`config.mk`:
```
export PLATFORM = sky130hd
export DESIGN_NAME = game_ctrl
export DESIGN_NICKNAME = d
export VERILOG_FILES = /design/src/rtl/dino_pkg.sv /design/src/rtl/bcd_counter4.sv /design/src/rtl/game_ctrl.sv
export SDC_FILE = /design/constraint.sdc
export NUM_CORES = 1
export LEC_CHECK = 0
export ABC_AREA = 1
export BUFFER_PORTS_ARGS = -buffer_cell sky130_fd_sc_hd__buf_2
export CORE_MARGIN = 2
export CORE_UTILIZATION = 53
export CTS_BUF_LIST = sky130_fd_sc_hd__clkbuf_8
export CTS_CLUSTER_DIAMETER = 120
export DETAILED_ROUTE_END_ITERATION = 12
export MAX_ROUTING_LAYER = met4
export PLACE_DENSITY = 0.82
export RECOVER_POWER = 100
export SLEW_MARGIN = 20
export SYNTH_ARGS = -nofsm -noshare
export SYNTH_HDL_FRONTEND = slang
export SYNTH_SLANG_ARGS = --single-unit
```
`constraint.sdc`:
```
create_clock -name clkdiv -period 2.3 [get_ports clkdiv]
set_clock_uncertainty 0.1 [all_clocks]
set_input_delay 0.115 -clock clkdiv [delete_from_list [all_inputs] [get_ports clkdiv]]
set_output_delay 0.115 -clock clkdiv [all_outputs]
set_load 0.02 [all_outputs]
```
`src/rtl/dino_pkg.sv`:
```
// Shared definitions for the dinosaur runner: game state encoding, RGB444
// colour constants, the BCD score ceiling and a packed-BCD increment helper.
package dino_pkg;

  typedef enum logic [1:0] {
    ST_IDLE = 2'd0,
    ST_RUN  = 2'd1,
    ST_OVER = 2'd2
  } state_t;

  localparam logic [11:0] COL_BG        = 12'hFFF;
  localparam logic [11:0] COL_GROUND    = 12'h555;
  localparam logic [11:0] COL_CACTUS    = 12'h070;
  localparam logic [11:0] COL_DINO      = 12'h333;
  localparam logic [11:0] COL_DINO_DEAD = 12'hF00;

  localparam logic [15:0] BCD_MAX = 16'h9999;

  // Add one to a 4-digit packed BCD value; a digit at 9 wraps to 0 and
  // carries into the next digit. Callers handle saturation.
  function automatic logic [15:0] bcd_inc(input logic [15:0] v);
    logic [15:0] r;
    logic        carry;
    r     = v;
    carry = 1'b1;
    for (int unsigned i = 0; i < 4; i++) begin
      if (carry) begin
        if (r[i*4 +: 4] == 4'd9) begin
          r[i*4 +: 4] = 4'd0;
        end else begin
          r[i*4 +: 4] = r[i*4 +: 4] + 4'd1;
          carry       = 1'b0;
        end
      end
    end
    return r;
  endfunction

endpackage

```
`src/rtl/bcd_counter4.sv`:
```
// Four-digit packed BCD counter.
//   clk   : clock
//   rst_n : asynchronous active-low reset, clears the count
//   clr   : synchronous clear (has priority over inc)
//   inc   : increment by one, holding at 9999
//   q     : count, digit 3 in [15:12]
module bcd_counter4
  import dino_pkg::*;
(
  input  logic        clk,
  input  logic        rst_n,
  input  logic        clr,
  input  logic        inc,
  output logic [15:0] q
);

  always_ff @(posedge clk or negedge rst_n) begin
    if (!rst_n) begin
      q <= '0;
    end else if (clr) begin
      q <= '0;
    end else if (inc && (q != BCD_MAX)) begin
      q <= bcd_inc(q);
    end
  end

endmodule

```
`src/rtl/game_ctrl.sv`:
```
// Dinosaur runner game controller and pixel compositor.
// Detects dino/cactus overlap inside the visible area, runs the
// IDLE/RUN/OVER game flow, keeps BCD score and high score, and composes the
// final RGB444 pixel (dino > cactus > ground > background).
//   clkdiv      : clock bus, only clkdiv[0] is used
//   N_rst       : asynchronous active-low reset
//   row_addr    : current scan row
//   col_addr    : current scan column
//   fresh       : frame strobe, falling edge marks a frame tick
//   btn_start   : debounced start button (level)
//   ground_px   : ground pixel
//   dino_px     : dino pixel
//   cactus_px   : cactus pixel
//   game_status : high while running
//   game_over   : high while game over
//   score       : 4-digit BCD score
//   hi_score    : 4-digit BCD high score
//   px_color    : registered RGB444 output colour
module game_ctrl
  import dino_pkg::*;
#(
  parameter int HOLD_FRAMES = 30,
  parameter int ACTIVE_W    = 640,
  parameter int ACTIVE_H    = 480
) (
  input  logic [31:0] clkdiv,
  input  logic        N_rst,
  input  logic [8:0]  row_addr,
  input  logic [9:0]  col_addr,
  input  logic        fresh,
  input  logic        btn_start,
  input  logic        ground_px,
  input  logic        dino_px,
  input  logic        cactus_px,
  output logic        game_status,
  output logic        game_over,
  output logic [15:0] score,
  output logic [15:0] hi_score,
  output logic [11:0] px_color
);

  localparam int HOLD_W = (HOLD_FRAMES < 1) ? 1 : $clog2(HOLD_FRAMES + 1);
  localparam logic [HOLD_W-1:0] HOLD_MAX = HOLD_W'(HOLD_FRAMES);

  logic clk;
  assign clk = clkdiv[0];

  logic unused_clkdiv;
  assign unused_clkdiv = &{1'b0, clkdiv[31:1]};

  state_t            state;
  logic              fresh_q;
  logic              btn_q;
  logic              hit;
  logic [HOLD_W-1:0] hold_cnt;

  logic tick;
  logic start_rise;
  logic in_active;
  logic overlap;
  logic collide;
  logic hold_done;
  logic score_clr;
  logic score_inc;

  assign tick       = fresh_q & ~fresh;
  assign start_rise = ~btn_q & btn_start;
  assign in_active  = (32'(row_addr) < ACTIVE_H) && (32'(col_addr) < ACTIVE_W);
  assign overlap    = dino_px & cactus_px & in_active;
  // An overlap in the tick cycle itself still belongs to the ending frame.
  assign collide    = hit | overlap;
  assign hold_done  = (hold_cnt == HOLD_MAX);

  always_ff @(posedge clk or negedge N_rst) begin
    if (!N_rst) begin
      fresh_q <= 1'b0;
      btn_q   <= 1'b0;
      hit     <= 1'b0;
    end else begin
      fresh_q <= fresh;
      btn_q   <= btn_start;
      if (tick) begin
        hit <= 1'b0;
      end else if (overlap) begin
        hit <= 1'b1;
      end
    end
  end

  always_comb begin
    score_clr = 1'b0;
    score_inc = 1'b0;
    unique case (state)
      ST_IDLE: score_clr = start_rise;
      ST_RUN:  score_inc = tick & ~collide;
      ST_OVER: score_clr = start_rise & hold_done;
      default: ;
    endcase
  end

  bcd_counter4 u_score (
    .clk   (clk),
    .rst_n (N_rst),
    .clr   (score_clr),
    .inc   (score_inc),
    .q     (score)
  );

  // Status outputs are written alongside the state so they decode the state
  // the FSM is entering, one cycle after the triggering event.
  always_ff @(posedge clk or negedge N_rst) begin
    if (!N_rst) begin
      state       <= ST_IDLE;
      game_status <= 1'b0;
      game_over   <= 1'b0;
      hold_cnt    <= '0;
      hi_score    <= '0;
    end else begin
      unique case (state)
        ST_IDLE: begin
          if (start_rise) begin
            state       <= ST_RUN;
            game_status <= 1'b1;
          end
        end
        ST_RUN: begin
          if (tick && collide) begin
            state       <= ST_OVER;
            game_status <= 1'b0;
            game_over   <= 1'b1;
            hold_cnt    <= '0;
            if (score > hi_score) begin
              hi_score <= score;
            end
          end
        end
        ST_OVER: begin
          if (start_rise && hold_done) begin
            state       <= ST_RUN;
            game_status <= 1'b1;
            game_over   <= 1'b0;
            hold_cnt    <= '0;
          end else if (tick && !hold_done) begin
            hold_cnt <= hold_cnt + 1'b1;
          end
        end
        default: begin
          state       <= ST_IDLE;
          game_status <= 1'b0;
          game_over   <= 1'b0;
        end
      endcase
    end
  end

  always_ff @(posedge clk or negedge N_rst) begin
    if (!N_rst) begin
      px_color <= '0;
    end else if (!in_active) begin
      px_color <= '0;
    end else if (dino_px) begin
      px_color <= (state == ST_OVER) ? COL_DINO_DEAD : COL_DINO;
    end else if (cactus_px) begin
      px_color <= COL_CACTUS;
    end else if (ground_px) begin
      px_color <= COL_GROUND;
    end else begin
      px_color <= COL_BG;
    end
  end

endmodule

```
==> flow_summary.ini, run 1 <==
[worst_setup_path]
slowest_delay_ps = 490
cp-end-kind = register
r2r_start = u_score.q[5]$_DFFE_PN0P_
path_class = reg2reg
crit_fanout = 14
required_ps = 2460
arrival_ps = 2190
start_kind = register
r2r_slack_ps = 260
r2r_cells = 9
reg2reg_to = u_score.q[6]$_DFFE_PN0P_
crit_start = u_score.q[5]$_DFFE_PN0P_
cpMostUsedCell = nand2_1
worstPathCellList = inv_1, ha_1, nand3b_1, nor2_1, nand2_1, nand2_1, nor2_2, nand4_1, nand2_1
critPathCapture = u_score.q[6]$_DFFE_PN0P_
critPathSlowestCell = dfrtp_1

[outcome]
status = finished, violations left
violations = max-capacitance violations, max-slew violations

[timing]
layout_min_cycle_time_ps = 2040
min_period_over_period_pct = 88.6
slew_headroom_pct = -4.18
setup_viol = 0
grt_setup_unrepaired = false
slew_viol_final = 28
tightestPinTransition_ps = 1560
fin_tns_setup_ps = 0
finalHoldViolCount = 0
max_freq_mhz = 491

[detailed_routing]
vias = 2794
drt-wirelength-per-cell_um = 12.0
vias_per_cell = 5.13
antenna_left = 0
drtPass1Iterations = 4
wl_um = 6560
drc = 0
drt_iter0_markers = 136

[cells_and_area]
multiInputGateArea_sq_um = 1490
n_fill_cell = 548
seq_area_sq_um = 1380
drive_gt1_share_pct = 9.15
fin_nets = 552
most-common-layout-cells = nand2_1, dfrtp_1, inv_1
area_delta_synth_final_pct = 16.5
final_common_cell = nand2_1
diodes = 0

[power_and_ir_drop]
total_leakage_power_uw = 0.00196
p_sw_share_pct = 43.1
internal-power_uw = 1750
seqPwrFrac_pct = 40.8
p_comb_share_pct = 41.0
clockPowerShare_pct = 18.1
vdd_drop_max_uv = 512
total_power_uw = 3070
power.switching_uw = 1320
p_per_area_nw_per_um2 = 839

[place]
gp_congestion = 0.833
dp_hpwl_um = 4880
io_buffers = 59

[floorplanning]
coreArea_sq_um = 5820
die_h_um = 81.0
ios = 103
rows = 28
dieWidth_um = 81.0
start_util_pct = 54.1
dieArea_sq_um = 6570

[synth]
synth_xor_area_share_pct = 2.23
synth-compound-area-share_pct = 4.42
yosys_warnings = 0
synth_mux_area_share_pct = 0
syn_avg_cell_area_sq_um = 8.02
synth_fp_nets = 475
yosysTopAreaCell = dfrtp_1
synth_top_area_share_pct = 43.8
synth_area_leaders = dfrtp_1, nand2_1, ha_1
synth_cells = 392
synth_cell_types = 31
syn-cell-area_sq_um = 3140
synth-seq-area-share_pct = 43.8
synthAdderAreaFrac_pct = 10.3
synth-seq-cells = 55
synth-simple-area-share_pct = 31.1
synth_top_family_by_area = simple AND/OR/NAND/NOR gates

[cts]
root_buffer = clkbuf_8
cts.sinks = 55
clock_path_buffers = 2
worstSkewPairLatency_ps = 320
h-tree-depth = 2
cts_setup_buffers = 0
holdBufCountCts = 8
cts_tree = built
cts_buffers = 5
clk_pin_slew_ps = 100
cts-resized-gates = 0

[global_routing]
grt_remaining_overflow = 0
busiest_layer = met2
grt_pass1_vias = 2644
grt_usage_pct = 22.3
met2_usage_pct = 37.6
grt_start_max_net_pins = 29
antenna_found_initial = 0
grt_pass1_wl_um = 11200
gr-usage-met1_pct = 26.4
grt_use_met3_pct = 3.78

[hold_path]
holdCritPathClass = in2reg

[job]
cap_violations = 1
-- layout make-up --
cell class | count | area share, %
Clock buffer | 5 | 1.88
Clock inverter | 3 | 0.683
Inverter | 55 | 5.64
Multi-Input combinational cell | 275 | 40.7
Sequential cell | 55 | 37.6
Tap cell | 75 | 2.56
Timing Repair Buffer | 77 | 11.0
-- metal layers --
metal | part of all wire (%) | vias up
met5 | 0 | -
met4 | 1.9 | 0
met3 | 4.8 | 10
met2 | 48 | 60
met1 | 45 | 1315
li1 | - | 1409
-- cells by family after synthesis --
logic type / Yosys count
compound gates: 24
buf+inv: 62
fa+ha+maj: 26
simple gates: 217
xor+xnor: 8
flops: 55
-- per-stage QoR --
stage,hold slack [ps],setup slack (ps),instance area (sq um),instances,util (%)
after floorplan,-281,405,3140,392,-
after global placement,73.2,351,3570,529,61.4
after detailed placement,83.4,255,3570,529,61.4
after CTS,51.0,232,3750,545,64.4
after global routing,88.6,43.3,3660,545,63.0
final,60.8,262,3660,545,63.0
-- cell usage after synthesis --
cell type and instances:
nand2_4 3, a31oi_1 1, nor2_2 5, a21o_1 1, nor4_1 1, nand3_1 33
nand2_2 1, o21ai_1 12, nand2_1 108, buf_6 2, o21ai_2 1, o21ai_4 1
nor2_8 1, xnor2_1 3, nand4_1 14, dfrtp_1 55, inv_1 50, o21ai_0 1
buf_2 3, clkinv_1 1, xor2_1 5, buf_4 1, nor2_1 40, clkbuf_1 1
nand3_2 2, nor3_1 6, a21oi_1 7, inv_2 4, nand3b_1 2, ha_1 26
nor3b_1 1
-- state kept, by name (all words and copies together) (netlist names) --
| signal | count |
|---|---|
| btn_q | 1 |
| fresh_q | 1 |
| game_over | 1 |
| game_status | 1 |
| hi_score | 16 |
| hit | 1 |
| hold_cnt | 5 |
| px_color | 11 |
| state | 2 |
| u_score.q | 16 |
-- worst min path at each step --
| stage | slack, ps | endpoint | cells after the start | start |
|---|---|---|---|---|
| finish | 60 | hit$_DFFE_PN0P_ | 4 | col_addr[9] |
| global route | 90 | hit$_DFFE_PN0P_ | 4 | col_addr[9] |
| CTS | 50 | hit$_DFFE_PN0P_ | 4 | col_addr[7] |
| detailed placement | 80 | px_color[1]$_DFF_PN0_ | 1 | N_rst |
| global placement | 70 | px_color[1]$_DFF_PN0_ | 1 | N_rst |
| floorplan | -280 | btn_q$_DFF_PN0_ | 0 | N_rst |
-- critical path: cells and delay by family (launching register included) --
| family | cells | cell delay, ps |
|---|---|---|
| and+or+nand+nor | 7 | 1120 |
| DFF | 1 | 490 |
| adders and majority gates | 1 | 190 |
| buffers and inverters | 1 | 80 |
-- power by group through the flow --
stage	clock, uW	sequential (uW)	combinational [uW]
2_1_floorplan	0	1380	776
3_3_place_gp	0	1260	1260
3_5_place_dp	0	1270	1300
4_1_cts	579	1250	1320
5_1_grt	609	1280	1450
6_report	557	1250	1260
No activity file was read; power rests on OpenSTA's default activity.
==> run 2, diff against run 1 <==
--- a/config.mk
+++ b/config.mk
@@ -7,6 +7,7 @@
 export LEC_CHECK = 0
 export ABC_AREA = 1
 export BUFFER_PORTS_ARGS = -buffer_cell sky130_fd_sc_hd__buf_2
+export CORE_ASPECT_RATIO = 1.75
 export CORE_MARGIN = 2
 export CORE_UTILIZATION = 53
 export CTS_BUF_LIST = sky130_fd_sc_hd__clkbuf_8
==> flow_summary.ini, run 2 (synthesis gave the netlist of run 1 again) <==
[global_routing]
antenna_found_initial = 0
grt_remaining_overflow = 0
grt_usage_pct = 23.5
grt_pass1_wl_um = 12100
grt_start_max_net_pins = 28
grt_pass1_vias = 2812

[cts]
clk_pin_slew_ps = 100
root_buffer = clkbuf_8
cts_setup_buffers = 0
cts_buffers = 5
holdBufCountCts = 7
cts_tree = built
worstSkewPairLatency_ps = 320
clock_path_buffers = 2
h-tree-depth = 2
cts-resized-gates = 0
cts.sinks = 55

[cells_and_area]
seq_area_sq_um = 1380
most-common-layout-cells = nand2_1, dfrtp_1, clkbuf_1
multiInputGateArea_sq_um = 1490
final_common_cell = nand2_1
reg_top3 = hi_score x16, u_score.q x16, px_color x11
area_delta_synth_final_pct = 16.5
diodes = 0
n_fill_cell = 533
final_util_pct = 63.3
drive_gt1_share_pct = 9.30
fin_nets = 556

[floorplanning]
die_h_um = 106
dieWidth_um = 62.2
start_util_pct = 54.3
rows = 37
coreArea_sq_um = 5790
ios = 103
dieArea_sq_um = 6590

[worst_setup_path]
crit_fanout = 9
cp-end-kind = register
required_ps = 2420
start_kind = register
crit_start = u_score.q[1]$_DFFE_PN0P_
r2r_start = u_score.q[1]$_DFFE_PN0P_
path_class = reg2reg
arrival_ps = 2140

[detailed_routing]
drc = 0
vias_per_cell = 5.12
drt-wirelength-per-cell_um = 12.6
drt_iter0_markers = 148
vias = 2821
wl_um = 6940
drtPass1Iterations = 4
antenna_left = 0

[timing]
tightestPinTransition_ps = 1100
grt_setup_unrepaired = false
finalHoldViolCount = 0
layout_min_cycle_time_ps = 2020
min_period_over_period_pct = 88.0
fin_tns_setup_ps = 0
holdWs_ps = 74.7
slew_headroom_pct = 26.6
setup_viol = 0
slew_viol_final = 0
max_freq_mhz = 494

[power_and_ir_drop]
total_power_uw = 3030
seqPwrFrac_pct = 41.3
p_comb_share_pct = 40.6
vdd_drop_max_uv = 530
clockPowerShare_pct = 18.0
internal-power_uw = 1730
total_leakage_power_uw = 0.00198
power.switching_uw = 1310
p_sw_share_pct = 43.0
p_per_area_nw_per_um2 = 828

[job]
cap_violations = 0

[place]
io_buffers = 59
dp_hpwl_um = 5180
gp_congestion = 0.846

[outcome]
status = finished clean

[hold_path]
holdCritPathClass = in2reg
min_from = col_addr[9]
==> run 2: layout make-up <==
cell class              instances  share of cell area, %
multi-input cells             275                   40.6
flip-flops and latches         55                   37.6
repair buffers                 81                   11.1
inverters                      55                   5.64
well taps                      78                   2.66
clock buffers                   6                   2.25
clock inverters                 1                  0.137
==> run 2: layer usage <==
layer / GRT usage, % / routed length [um]
met4: 11.3 / 190
met5: - / 0
met3: 3.60 / 226
met1: 24.4 / 2650
met2: 43.1 / 3870
==> run 2: per-stage QoR <==
step | setup WS [ps] | instance area (sq um) | std cells
after global routing | 65.4 | 3660 | 551
after floorplan | 405 | 3140 | 392
after CTS | 257 | 3760 | 551
final | 276 | 3660 | 551
after global placement | 363 | 3600 | 537
after detailed placement | 277 | 3600 | 537
==> run 2: path summary, 6_finish.rpt <==
check	end	slack [ps]	cells past startpoint
max	u_score.q[8]$_DFFE_PN0P_	280	10
max in group asynchronous	hi_score[0]$_DFFE_PN0P_	590	3
min	hit$_DFFE_PN0P_	70	4
max reg2reg	u_score.q[8]$_DFFE_PN0P_	280	10
min in group asynchronous	hi_score[11]$_DFFE_PN0P_	150	2
min reg2reg	game_over$_DFFE_PN0P_	380	2
==> run 2: worst max-delay path, stage by stage, from the launching register on <==
cell     delay (ps)
dfrtp_1         470
inv_1           100
ha_1            210
nand3_2         130
nor2_1           60
nand2_1          60
nand2_1          80
o21ai_2         340
nand2_1         190
nand2_1         100
nand2_1          50
==> run 2: power groups by stage <==
| stage | Clock [uW] | Sequential [uW] | Combinational, uW |
|---|---|---|---|
| global placement | 0 | 1260 | 1220 |
| CTS | 561 | 1250 | 1290 |
| floorplan | 0 | 1380 | 776 |
| detailed placement | 0 | 1270 | 1270 |
| finish | 547 | 1250 | 1230 |
| global route | 599 | 1280 | 1410 |
